--- config.mk ---
export PLATFORM = sky130hd
export DESIGN_NAME = controller_poll_scheduler
export DESIGN_NICKNAME = d
export VERILOG_FILES = /design/src/rtl/mapache64_ctrl_pkg.sv /design/src/rtl/controller_edge_tracker.sv /design/src/rtl/controller_poll_scheduler.sv
export SDC_FILE = /design/constraint.sdc
export NUM_CORES = 1
export LEC_CHECK = 0
export ABC_AREA = 1
export BUFFER_PORTS_ARGS = -buffer_cell sky130_fd_sc_hd__clkbuf_2
export CAP_MARGIN = 40
export CORE_MARGIN = 5
export CORE_UTILIZATION = 50
export CTS_CLUSTER_SIZE = 14
export DETAILED_ROUTE_END_ITERATION = 6
export PLACE_DENSITY_LB_ADDON = 0.2
export SKIP_CTS_REPAIR_TIMING = 1
export SLEW_MARGIN = 10
export SYNTH_ARGS = -nofsm -noshare
export SYNTH_HDL_FRONTEND = slang
export SYNTH_SLANG_ARGS = --single-unit
--- constraint.sdc ---
create_clock -name clk -period 1.67 [get_ports clk]
set_clock_uncertainty 0.2 [all_clocks]
set_input_delay 0 -clock clk [delete_from_list [all_inputs] [get_ports clk]]
set_output_delay 0 -clock clk [all_outputs]
set_load 0.03 [all_outputs]
--- src/rtl/mapache64_ctrl_pkg.sv ---
// Shared types and constants for the gamepad polling path.
// Poll FSM state encoding and button bit positions.
package mapache64_ctrl_pkg;

  localparam int BUTTON_W = 8;

  localparam int BTN_A      = 0;
  localparam int BTN_B      = 1;
  localparam int BTN_SELECT = 2;
  localparam int BTN_START  = 3;
  localparam int BTN_UP     = 4;
  localparam int BTN_DOWN   = 5;
  localparam int BTN_LEFT   = 6;
  localparam int BTN_RIGHT  = 7;

  typedef enum logic [2:0] {
    ST_IDLE      = 3'd0,
    ST_START     = 3'd1,
    ST_WAIT_EN   = 3'd2,
    ST_WAIT_DONE = 3'd3,
    ST_SETTLE    = 3'd4,
    ST_CAPTURE   = 3'd5
  } poll_state_e;

endpackage

--- src/rtl/controller_edge_tracker.sv ---
// Per-pad button snapshot plus sticky pressed-since-ack bits.
// A capture in the same cycle as an ack keeps only the fresh edges.
module controller_edge_tracker
  import mapache64_ctrl_pkg::*;
(
  input  logic                clk,
  input  logic                rst_n,
  input  logic                capture,
  input  logic                ack,
  input  logic [BUTTON_W-1:0] data,
  output logic [BUTTON_W-1:0] buttons,
  output logic [BUTTON_W-1:0] pressed
);

  logic [BUTTON_W-1:0] kept;

  assign kept = ack ? '0 : pressed;

  always_ff @(posedge clk or negedge rst_n) begin
    if (!rst_n) begin
      buttons <= '0;
      pressed <= '0;
    end else if (capture) begin
      buttons <= data;
      pressed <= kept | (data & ~buttons);
    end else if (ack) begin
      pressed <= '0;
    end
  end

endmodule

--- src/rtl/controller_poll_scheduler.sv ---
// Drives controller_interface fetches per frame or on CPU demand and
// captures the resulting button bytes into a stable snapshot.
module controller_poll_scheduler
  import mapache64_ctrl_pkg::*;
#(
  parameter int NUM_CONTROLLERS = 2,
  parameter int TIMEOUT_CYCLES  = 32,
  parameter int SETTLE_CYCLES   = 2
) (
  input  logic                                clk,
  input  logic                                rst_n,
  input  logic                                vblank_i,
  input  logic                                auto_en_i,
  input  logic                                poll_req_i,
  input  logic                                clk_en_i,
  input  logic [BUTTON_W*NUM_CONTROLLERS-1:0] data_LIST_i,
  input  logic [NUM_CONTROLLERS-1:0]          ack_LIST_i,
  output logic                                start_fetch_o,
  output logic                                busy_o,
  output logic [BUTTON_W*NUM_CONTROLLERS-1:0] buttons_LIST_o,
  output logic [BUTTON_W*NUM_CONTROLLERS-1:0] pressed_LIST_o,
  output logic                                new_data_o,
  output logic                                timeout_o
);

  localparam int TW = $clog2(TIMEOUT_CYCLES + 1);
  localparam logic [TW-1:0] T_LOAD = TW'(TIMEOUT_CYCLES);
  localparam logic [TW-1:0] S_LOAD = TW'(SETTLE_CYCLES);

  poll_state_e   state_q;
  poll_state_e   state_d;
  logic [TW-1:0] timer_q;
  logic [TW-1:0] timer_d;
  logic          pending_q;
  logic          trigger;
  logic          abort;
  logic          capture;
  logic          t_zero;
  logic [TW-1:0] t_dec;

  assign trigger = (auto_en_i & vblank_i) | poll_req_i;
  assign capture = (state_q == ST_CAPTURE);
  assign t_zero  = (timer_q == '0);
  assign t_dec   = t_zero ? '0 : timer_q - TW'(1);

  always_comb begin
    state_d = state_q;
    timer_d = timer_q;
    abort   = 1'b0;
    unique case (state_q)
      ST_IDLE: begin
        if (trigger || pending_q) state_d = ST_START;
      end
      ST_START: begin
        timer_d = T_LOAD;
        state_d = ST_WAIT_EN;
      end
      ST_WAIT_EN: begin
        if (clk_en_i) begin
          state_d = ST_WAIT_DONE;
          timer_d = T_LOAD;
        end else if (t_zero) begin
          state_d = ST_IDLE;
          abort   = 1'b1;
        end else begin
          timer_d = t_dec;
        end
      end
      ST_WAIT_DONE: begin
        if (!clk_en_i) begin
          state_d = ST_SETTLE;
          timer_d = S_LOAD;
        end else if (t_zero) begin
          state_d = ST_IDLE;
          abort   = 1'b1;
        end else begin
          timer_d = t_dec;
        end
      end
      ST_SETTLE: begin
        if (t_zero) state_d = ST_CAPTURE;
        else        timer_d = t_dec;
      end
      ST_CAPTURE: begin
        state_d = ST_IDLE;
      end
      default: begin
        state_d = ST_IDLE;
      end
    endcase
  end

  // Outputs are registered from the next state so they align with it.
  always_ff @(posedge clk or negedge rst_n) begin
    if (!rst_n) begin
      state_q       <= ST_IDLE;
      timer_q       <= '0;
      pending_q     <= 1'b0;
      start_fetch_o <= 1'b0;
      busy_o        <= 1'b0;
      new_data_o    <= 1'b0;
      timeout_o     <= 1'b0;
    end else begin
      state_q       <= state_d;
      timer_q       <= timer_d;
      start_fetch_o <= (state_d == ST_START);
      busy_o        <= (state_d != ST_IDLE);
      new_data_o    <= capture;
      if (state_q == ST_IDLE) pending_q <= 1'b0;
      else if (trigger)       pending_q <= 1'b1;
      if (capture)    timeout_o <= 1'b0;
      else if (abort) timeout_o <= 1'b1;
    end
  end

  for (genvar g = 0; g < NUM_CONTROLLERS; g++) begin : g_pad
    controller_edge_tracker u_trk (
      .clk     (clk),
      .rst_n   (rst_n),
      .capture (capture),
      .ack     (ack_LIST_i[g]),
      .data    (data_LIST_i[g*BUTTON_W +: BUTTON_W]),
      .buttons (buttons_LIST_o[g*BUTTON_W +: BUTTON_W]),
      .pressed (pressed_LIST_o[g*BUTTON_W +: BUTTON_W])
    );
  end

endmodule

==> out/qor.yml <==
timing:
  tightest_slew_ps: 575
  maxSlewViolCount: 0
  period_share_pct: 93.8
  min_period_ps: 1570
  setup_viol: 0
  whs_ps: 16.9
  relSlewSlack_pct: 61.6
  final_hold_viol_count: 0
  maxClockFrequency_ghz: 0.639
  fin_tns_setup_ps: 0
  rsz0062_at_grt: "no"
  fin_ws_ps: 104
setup_path:
  critPathBufInv: 1
  crit_slowest_cell: "dfrtp_1"
  crit_type: "flip-flop to flip-flop"
  cp_data_arrival_time_ps: 1560
  path_delay_family: "simple AND/OR/NAND/NOR gates"
  cpPeakStageDelay_ps: 530
  path_cells: "nor2_2 -> nand2_4 -> nand3_2 -> nor2_2 -> inv_1 -> nor2_1 -> nor2_1"
  required_ps: 1670
  critPathMaxFanout: 7
  cp-start-kind: "flip-flop"
  crit_path_end_kind: "flip-flop"
global_routing:
  antenna_found_initial: 0
  grt.overflow.total: 0
  track_usage_pct: 16.6
  grt_first_pass_wirelength_um: 6910
  grt_start_max_net_pins: 35
  grt_pass1_vias: 1539
clock_network:
  cts.sinks: 46
  path_clk_slew_ps: 90
  clockRootBuffer: "clkbuf_8"
  cts-buffers-inserted: 5
  h-tree-depth: 2
  clock_latency_ps: 300
  clockBufferDepth: 2
  tritoncts: "built"
power:
  power_density_nw_per_um2: 1740
  power_leakage_nw: 1.41
  ir_worst_vdd_mv: 1.10
status:
  status: "completed"
worst_hold_path:
  holdCritPathClass: "input port to async pin"
route:
  wirelength_um: 4550
  drt_iter0_drc: 122
  viasPerCell: 4.80
  first_pass_iters: 4
  vias: 1694
  drcViolationCount: 0
  wire_per_inst_um: 12.9
  ant_nets: 0
cells_and_area:
  nets: 330
  antennaDiodeCount: 0
  final_common_cell: "clkbuf_2"
  num-fill-cells: 287
  drive_gt1_share_pct: 28.5
  final_cell_mix: "clkbuf_2 (59), dfrtp_1 (46), inv_1 (45), nand2_1 (30), dlygate4sd3_1 (24)"
  area_growth_syn_to_layout_pct: 36.6
synthesis:
  synth_fp_nets: 239
  async_flop_share_pct: 100
  yosys_warnings: 0
  yosys.cell_types.count: 27
  ys.flop_type: "dfrtp_1"
  syn_avg_cell_area_um2: 9.29
  syn_inst: 213
  synth-edff-count: 0
  ys_seq_area_share_pct: 58.2
  ys_ff_latch: 46
  synth_area_um2: 1980
die:
  rows: 22
  design.core.area_um2: 3740
  dieHeight_um: 72.9
  io_pins: 60
  chipWidth_um: 72.9
  start_util_pct: 52.9
  die-area_um2: 5320
flow_run:
  maxCapViolCount: 0
placed_design:
  io_buffers: 59
  place_hpwl_um: 3220
  globalplace.congestion: 0.929
  place_ws_ps: 61.6
tightest hold or removal path, stage by stage:
cell,delay [ps]
dlygate4sd3_1,520
clkbuf_2,140
buf_4,220
power by group:
| group | leakage, nW | internal [mW] | total, mW | switching, mW |
|---|---|---|---|---|
| Clock | 0.0441 | 0.294 | 0.669 | 0.375 |
| Combinational | 0.779 | 0.754 | 2.24 | 1.49 |
| Sequential | 0.585 | 1.49 | 1.79 | 0.294 |
| Total | 1.41 | 2.54 | 4.70 | 2.16 |
worst paths after layout:
path	from	end	slack (ps)	cells after the start
setup / recovery	state_q[1]$_DFF_PN0_	timer_q[5]$_DFFE_PN0P_	100	7
hold / removal	rst_n	timer_q[3]$_DFFE_PN0P_	20	3
setup reg to reg	state_q[1]$_DFF_PN0_	timer_q[5]$_DFFE_PN0P_	100	7
hold reg to reg	g_pad[0].u_trk.buttons[6]$_DFFE_PN0P_	g_pad[0].u_trk.pressed[6]$_DFF_PN0_	290	1
max in group asynchronous	rst_n	state_q[1]$_DFF_PN0_	270	3
min in group clk	data_LIST_i[5]	g_pad[0].u_trk.buttons[5]$_DFFE_PN0P_	270	4
area by class of cell:
cell class	instances	area (um2)	area share, %
Clock buffer	5	68.8	2.55
Tap cell	48	60.1	2.22
Inverter	48	180	6.66
Sequential cell	46	1150	42.6
Timing Repair Buffer	89	593	21.9
Multi-Input combinational cell	114	629	23.3
Clock inverter	3	21.3	0.787
per-stage QoR:
step / area, um2 / total power [mW] / instances / utilization, %
3_5_place_dp: 2360 / 3.96 / 321 / 63.0
2_1_floorplan: 1980 / 3.31 / 213 / -
4_1_cts: 2450 / 4.63 / 329 / 65.4
6_report: 2700 / 4.70 / 353 / 72.2
5_1_grt: 2700 / 5.06 / 353 / 72.2
3_3_place_gp: 2360 / 3.91 / 321 / 63.0
registers in the layout, indices dropped and copies added, names as in the netlist:
name                 cells
busy_o                   1
g_pad.u_trk.buttons     16
g_pad.u_trk.pressed     16
new_data_o               1
pending_q                1
start_fetch_o            1
state_q                  3
timeout_o                1
timer_q                  6
synth_stat cells, types with 2 or more instances:
cell	n	area (um2)
nand3_1	6	30.0
buf_1	2	7.51
nand2_1	31	116
nor2_2	2	12.5
ha_1	2	25.0
nand4_1	4	25.0
o21ai_0	17	85.1
inv_1	47	176
buf_6	2	22.5
o22ai_1	18	113
nand3_2	2	20.0
o21ai_1	3	15.0
nor2_1	16	60.1
dfrtp_1	46	1150
a21oi_1	3	15.0
routing by layer:
metal  up-vias  share of wire [%]  GRT usage, %
met3         6                6.4          5.37
met1       774                 43          21.7
met2        46                 49          26.7
li1        868                  -             -
met4         0               0.92          4.71
met5         -                  0             0
cells by family after synthesis:
family / synth area share (%)
adder cells (fa/ha/maj): 1.26
XOR/XNOR: 0.885
buffers and inverters: 10.9
flip-flops: 58.2
AO/OA/AOI/OAI: 12.8
AND/OR/NAND/NOR: 16.0
Power figures use the tool's default switching activity.
